File: config.mk
export PLATFORM = sky130hd
export DESIGN_NAME = seed_link
export DESIGN_NICKNAME = d
export VERILOG_FILES = /design/src/rtl/seed_link_pkg.sv /design/src/rtl/seed_link_rx_parser.sv /design/src/rtl/seed_link.sv
export SDC_FILE = /design/constraint.sdc
export NUM_CORES = 1
export LEC_CHECK = 0
export CORE_ASPECT_RATIO = 1.5
export CORE_MARGIN = 2
export CORE_UTILIZATION = 57
export CTS_CLUSTER_SIZE = 24
export DETAILED_ROUTE_END_ITERATION = 6
export PLACE_DENSITY = 0.84
export SETUP_SLACK_MARGIN = 0.1
export SLEW_MARGIN = 40
export SYNTH_ARGS = -nofsm -noshare
export SYNTH_HDL_FRONTEND = slang
export SYNTH_SLANG_ARGS = --single-unit
File: constraint.sdc
create_clock -name clk_75 -period 4.96 [get_ports clk_75]
set_clock_uncertainty 0.2 [all_clocks]
set_input_delay 0.744 -clock clk_75 [delete_from_list [all_inputs] [get_ports clk_75]]
set_output_delay 0.744 -clock clk_75 [all_outputs]
set_load 0.03 [all_outputs]
File: src/rtl/seed_link_pkg.sv
// Shared types and constants for the seed exchange link.
package seed_link_pkg;

  localparam logic [7:0]  SEED_HDR       = 8'hA5;
  localparam int unsigned SEED_FRAME_LEN = 4;

  typedef enum logic [2:0] {
    TX_IDLE,
    TX_HDR,
    TX_X,
    TX_Y,
    TX_SUM
  } seed_tx_state;

  typedef enum logic [1:0] {
    RX_HDR,
    RX_X,
    RX_Y,
    RX_SUM
  } seed_rx_state;

  // Frame checksum: XOR of header and the two zero-extended seed bytes.
  function automatic logic [7:0] seed_sum(input logic [7:0] hdr,
                                          input logic [4:0] x,
                                          input logic [4:0] y);
    return hdr ^ {3'b000, x} ^ {3'b000, y};
  endfunction

endpackage

File: src/rtl/seed_link_rx_parser.sv
// Receive side of the seed link: frame parser, inter-byte timeout and checksum.
module seed_rx_parser
  import seed_link_pkg::*;
#(
  parameter logic [7:0]  SEED_HDR   = 8'hA5,
  parameter int unsigned RX_TIMEOUT = 75000
) (
  input  logic       clk_75,
  input  logic       rst,
  input  logic [7:0] rx_data,
  input  logic       rx_valid,
  output logic [4:0] seed_x_in,
  output logic [4:0] seed_y_in,
  output logic       seed_valid,
  output logic       frame_err
);

  localparam int unsigned CW = (RX_TIMEOUT > 1) ? $clog2(RX_TIMEOUT) : 1;
  localparam logic [CW-1:0] CNT_LAST = CW'(RX_TIMEOUT - 1);

  seed_rx_state    state_q, state_d;
  logic [CW-1:0]   cnt_q, cnt_d;
  logic [4:0]      xp_q, xp_d, yp_q, yp_d;
  logic [4:0]      sx_d, sy_d;
  logic            sv_d, fe_d;

  // State, partial-seed, timeout and output registers.
  always_ff @(posedge clk_75) begin
    if (rst) begin
      state_q    <= RX_HDR;
      cnt_q      <= '0;
      xp_q       <= '0;
      yp_q       <= '0;
      seed_x_in  <= '0;
      seed_y_in  <= '0;
      seed_valid <= 1'b0;
      frame_err  <= 1'b0;
    end else begin
      state_q    <= state_d;
      cnt_q      <= cnt_d;
      xp_q       <= xp_d;
      yp_q       <= yp_d;
      seed_x_in  <= sx_d;
      seed_y_in  <= sy_d;
      seed_valid <= sv_d;
      frame_err  <= fe_d;
    end
  end

  // Next-state: a received byte always takes priority over an expiring timeout.
  always_comb begin
    state_d = state_q;
    cnt_d   = cnt_q;
    xp_d    = xp_q;
    yp_d    = yp_q;
    sx_d    = seed_x_in;
    sy_d    = seed_y_in;
    sv_d    = 1'b0;
    fe_d    = 1'b0;
    if (rx_valid) begin
      cnt_d = '0;
      case (state_q)
        RX_HDR: begin
          if (rx_data == SEED_HDR) state_d = RX_X;
        end
        RX_X: begin
          if (rx_data[7:5] != 3'b000) begin
            fe_d    = 1'b1;
            state_d = RX_HDR;
          end else begin
            xp_d    = rx_data[4:0];
            state_d = RX_Y;
          end
        end
        RX_Y: begin
          if (rx_data[7:5] != 3'b000) begin
            fe_d    = 1'b1;
            state_d = RX_HDR;
          end else begin
            yp_d    = rx_data[4:0];
            state_d = RX_SUM;
          end
        end
        RX_SUM: begin
          state_d = RX_HDR;
          if (rx_data == seed_sum(SEED_HDR, xp_q, yp_q)) begin
            sx_d = xp_q;
            sy_d = yp_q;
            sv_d = 1'b1;
          end else begin
            fe_d = 1'b1;
          end
        end
        default: state_d = RX_HDR;
      endcase
    end else if (state_q != RX_HDR) begin
      if (cnt_q == CNT_LAST) begin
        fe_d    = 1'b1;
        state_d = RX_HDR;
        cnt_d   = '0;
      end else begin
        cnt_d = cnt_q + CW'(1);
      end
    end
  end

endmodule

File: src/rtl/seed_link.sv
// Seed exchange link: frames the local seed onto UART TX and parses the remote seed from RX.
module seed_link
  import seed_link_pkg::*;
#(
  parameter logic [7:0]  SEED_HDR   = 8'hA5,
  parameter int unsigned RX_TIMEOUT = 75000
) (
  input  logic       clk_75,
  input  logic       rst,
  input  logic       seed_rdy,
  input  logic [4:0] seed_x_local,
  input  logic [4:0] seed_y_local,
  input  logic       tx_ready,
  output logic [7:0] tx_data,
  output logic       tx_valid,
  input  logic [7:0] rx_data,
  input  logic       rx_valid,
  output logic [4:0] seed_x_in,
  output logic [4:0] seed_y_in,
  output logic       seed_valid,
  output logic       frame_err,
  output logic       tx_busy
);

  seed_tx_state tx_state_q, tx_state_d;
  logic         seed_rdy_q;
  logic [4:0]   x_lat, y_lat;
  logic         trig;

  assign trig = seed_rdy && !seed_rdy_q;

  // Edge detector, TX state and seed latch; the seed is captured only from idle.
  always_ff @(posedge clk_75) begin
    if (rst) begin
      seed_rdy_q <= 1'b0;
      tx_state_q <= TX_IDLE;
      x_lat      <= '0;
      y_lat      <= '0;
    end else begin
      seed_rdy_q <= seed_rdy;
      tx_state_q <= tx_state_d;
      if (tx_state_q == TX_IDLE && trig) begin
        x_lat <= seed_x_local;
        y_lat <= seed_y_local;
      end
    end
  end

  // TX next-state and byte mux; each byte is held until the UART accepts it.
  always_comb begin
    tx_state_d = tx_state_q;
    tx_valid   = 1'b0;
    tx_data    = '0;
    tx_busy    = (tx_state_q != TX_IDLE);
    case (tx_state_q)
      TX_IDLE: begin
        if (trig) tx_state_d = TX_HDR;
      end
      TX_HDR: begin
        tx_valid = 1'b1;
        tx_data  = SEED_HDR;
        if (tx_ready) tx_state_d = TX_X;
      end
      TX_X: begin
        tx_valid = 1'b1;
        tx_data  = {3'b000, x_lat};
        if (tx_ready) tx_state_d = TX_Y;
      end
      TX_Y: begin
        tx_valid = 1'b1;
        tx_data  = {3'b000, y_lat};
        if (tx_ready) tx_state_d = TX_SUM;
      end
      TX_SUM: begin
        tx_valid = 1'b1;
        tx_data  = seed_sum(SEED_HDR, x_lat, y_lat);
        if (tx_ready) tx_state_d = TX_IDLE;
      end
      default: tx_state_d = TX_IDLE;
    endcase
  end

  seed_rx_parser #(
    .SEED_HDR   (SEED_HDR),
    .RX_TIMEOUT (RX_TIMEOUT)
  ) u_rx (
    .clk_75     (clk_75),
    .rst        (rst),
    .rx_data    (rx_data),
    .rx_valid   (rx_valid),
    .seed_x_in  (seed_x_in),
    .seed_y_in  (seed_y_in),
    .seed_valid (seed_valid),
    .frame_err  (frame_err)
  );

endmodule

==> metrics.cfg <==
[place]
dp.cells=391
place_hpwl_mm=4.45
dpl_cell_area_um2=3210
place_ws_ns=1.82
io_buffers=43
gp_congestion=0.838

[power_and_ir_drop]
p_int_uw=604
switching_share_pct=26.7
p_switching_uw=220
p_leak_uw=0.00124
power.share.sequential_pct=55.9
ir_worst_vdd_v=0.000220
p_comb_share_pct=13.1
pwr_density_cell_nw_per_um2=250
pwr-share-clk_pct=30.9

[drt]
vias=2307
drt_wl_total_mm=6.07
ant_nets=0
drcViolationCount=0
viasPerCell=5.78
dr.pass1.iters=4
wl_per_cell_um=15.2
drt_iter0_drc=87

[sta]
tightestPinTransition_ns=0.784
period_minus_slack_ns=3.22
max_freq_mhz=310
maxSlewHeadroom_pct=47.3
holdWs_ns=0.275
tns_ns=0
maxSlewViolCount=0
hold_viol=0
rsz0062_at_grt=no
worst_slack_ns=1.74
min_period_over_period_pct=65.0
setup_violations=0

[global_route]
grtUsageMet3_pct=3.30
gr-usage-met2_pct=41.4
grt_pass1_wl_mm=9.66
grt_max_degree=42
track_usage_pct=23.3
overflow=0
met1_usage_pct=25.7
first_global_vias=2187
busiest_layer=met2
antenna_found_initial=0

[layout]
drive_above_1_share_pct=4.80
area_delta_synth_final_pct=18.4
final_nets=361
stdcell_count=399
design_area_um2=3300
antenna_cells=0

[clock_tree]
cts-root-buf=clkbuf_8
worstSkewPairLatency_ns=0.31
cts_resized=0
htree_levels=2
post_cts_buffers=0
cts_buffers=5
cts_hold_buf=0
clk_pin_slew_ns=0.10
cts_buffer_depth=2
cts_tree=yes
clock-sinks=55

[floorplanning]
start_util_pct=58.4
pin_count=45
num_rows=31
die_h_um=89.6
die_area_um2=5470
core-area_um2=4770
die_w_um=61.1

[logic_synthesis]
yosysMostFrequentCell=dfxtp_1
syn-instance-count=302
synth_top_area_share_pct=39.5
ys_seq_area_share_pct=39.5
async_flop_share_pct=0
syn_area_per_cell_um2=9.22
yosys.area.top_type=dfxtp_1
synth_edf_count=0
synth.distinct_cells=50
syn_area_um2=2790
synth-seq-cells=55
synthTopCellsByCount=55 x dfxtp_1, 41 x nor2_1, 25 x mux2i_1
synthFlopType=dfxtp_1
synthTopCellsByArea=dfxtp_1 40%, mux2i_1 9.0%, nor2_1 5.5%
yosysWarnings=0
syn-num-nets=331

[worst_setup_path]
crit_arrival_ns=2.28
crit_type=reg2out
start_kind=flip-flop
crit_path_end_kind=output port
cp_max_fo=11
worstPathRequired_ns=4.02

[hold_path]
holdCritPathClass=reg2reg

[run_status]
status=completed

[job]
maxCapViolCount=0

-- state kept, by name (all words and copies together), names as in the netlist --
name and count:
u_rx.seed_valid 1, tx_state_q 3, u_rx.yp_q 5, seed_rdy_q 1, u_rx.xp_q 5, x_lat 5, u_rx.cnt_q 17, u_rx.seed_x_in 5
y_lat 5, u_rx.seed_y_in 5, u_rx.state_q 2, u_rx.frame_err 1
-- area by class of cell --
type / count / area [um2]
timing repair buffer: 44 / 438
fill: 399 / 1470
sequential: 55 / 1100
inverter: 5 / 18.8
multi-input combinational: 221 / 1570
clock buffer: 5 / 68.8
clock inverter: 3 / 22.5
tap: 66 / 82.6
-- worst max-delay path, stage by stage (launching register included) --
cell,delay (ns)
dfxtp_1,0.54
or3b_2,0.53
o22ai_1,0.21
clkdlybuf4s50_1,0.69
-- kinds of logic after synthesis --
logic type / Yosys count / synth area share (%)
buffers and inverters: 26 / 4.36
adders and majority gates: 6 / 2.70
other: 1 / 0.135
AOI/OAI and AO/OA: 51 / 11.7
DFF: 55 / 39.5
xor gates and xnor gates: 21 / 9.30
and+or+nand+nor: 116 / 22.9
muxes: 26 / 9.39
-- final timing paths --
check | start | to | slack, ns | depth (start not counted)
worst max-delay path | tx_state_q[2]$_SDFFE_PP0P_ | tx_data[1] | 1.74 | 3
worst min-delay path | u_rx.seed_y_in[1]$_SDFFE_PP0P_ | u_rx.seed_y_in[1]$_SDFFE_PP0P_ | 0.27 | 2
worst min register to register | u_rx.seed_y_in[1]$_SDFFE_PP0P_ | u_rx.seed_y_in[1]$_SDFFE_PP0P_ | 0.27 | 2
worst max register to register | u_rx.state_q[0]$_SDFFE_PP0P_ | u_rx.cnt_q[4]$_SDFFE_PP0P_ | 2.25 | 6
-- through the flow --
| stage | util, % | total power [uW] |
|---|---|---|
| floorplan | - | 538 |
| global route | 69.1 | 856 |
| CTS | 69.1 | 829 |
| finish | 69.1 | 824 |
| detailed placement | 67.2 | 580 |
| global placement | 67.1 | 577 |
-- routing by layer --
| layer | wire length, um | vias up | part of all wire, % |
|---|---|---|---|
| met3 | 154 | 22 | 2.5 |
| met1 | 2400 | 1094 | 40 |
| met4 | 223 | 0 | 3.7 |
| met2 | 3290 | 50 | 54 |
| met5 | 0 | - | 0 |
| li1 | - | 1141 | - |
-- cell usage in the layout, fill, tap and decap left out, drive strengths merged, types with 3 or more instances in the layout --
| cell | count |
|---|---|
| inv | 6 |
| nor2b | 4 |
| dfxtp | 55 |
| and2 | 3 |
| mux2i | 25 |
| clkbuf | 5 |
| nor3b | 3 |
| ha | 6 |
| o211ai | 4 |
| nor3 | 4 |
| nor4b | 3 |
| o22ai | 3 |
| xor2 | 12 |
| or3 | 4 |
| xnor2 | 4 |
| nand4 | 13 |
| nand2b | 6 |
| nand2 | 10 |
| a21oi | 17 |
| nand3 | 8 |
| nor2 | 41 |
| o21ai | 8 |
| xnor3 | 3 |
| clkdlybuf4s50 | 43 |
| o31ai | 12 |
-- power groups by stage --
stage / logic (uW) / registers (uW) / clock network (uW)
after floorplan: 72.9 / 465 / 0
after global placement: 106 / 470 / 0
after detailed placement: 109 / 471 / 0
after CTS: 109 / 461 / 260
after global routing: 118 / 462 / 276
final: 108 / 461 / 255
Note: power is estimated with default switching activity, not from simulation.
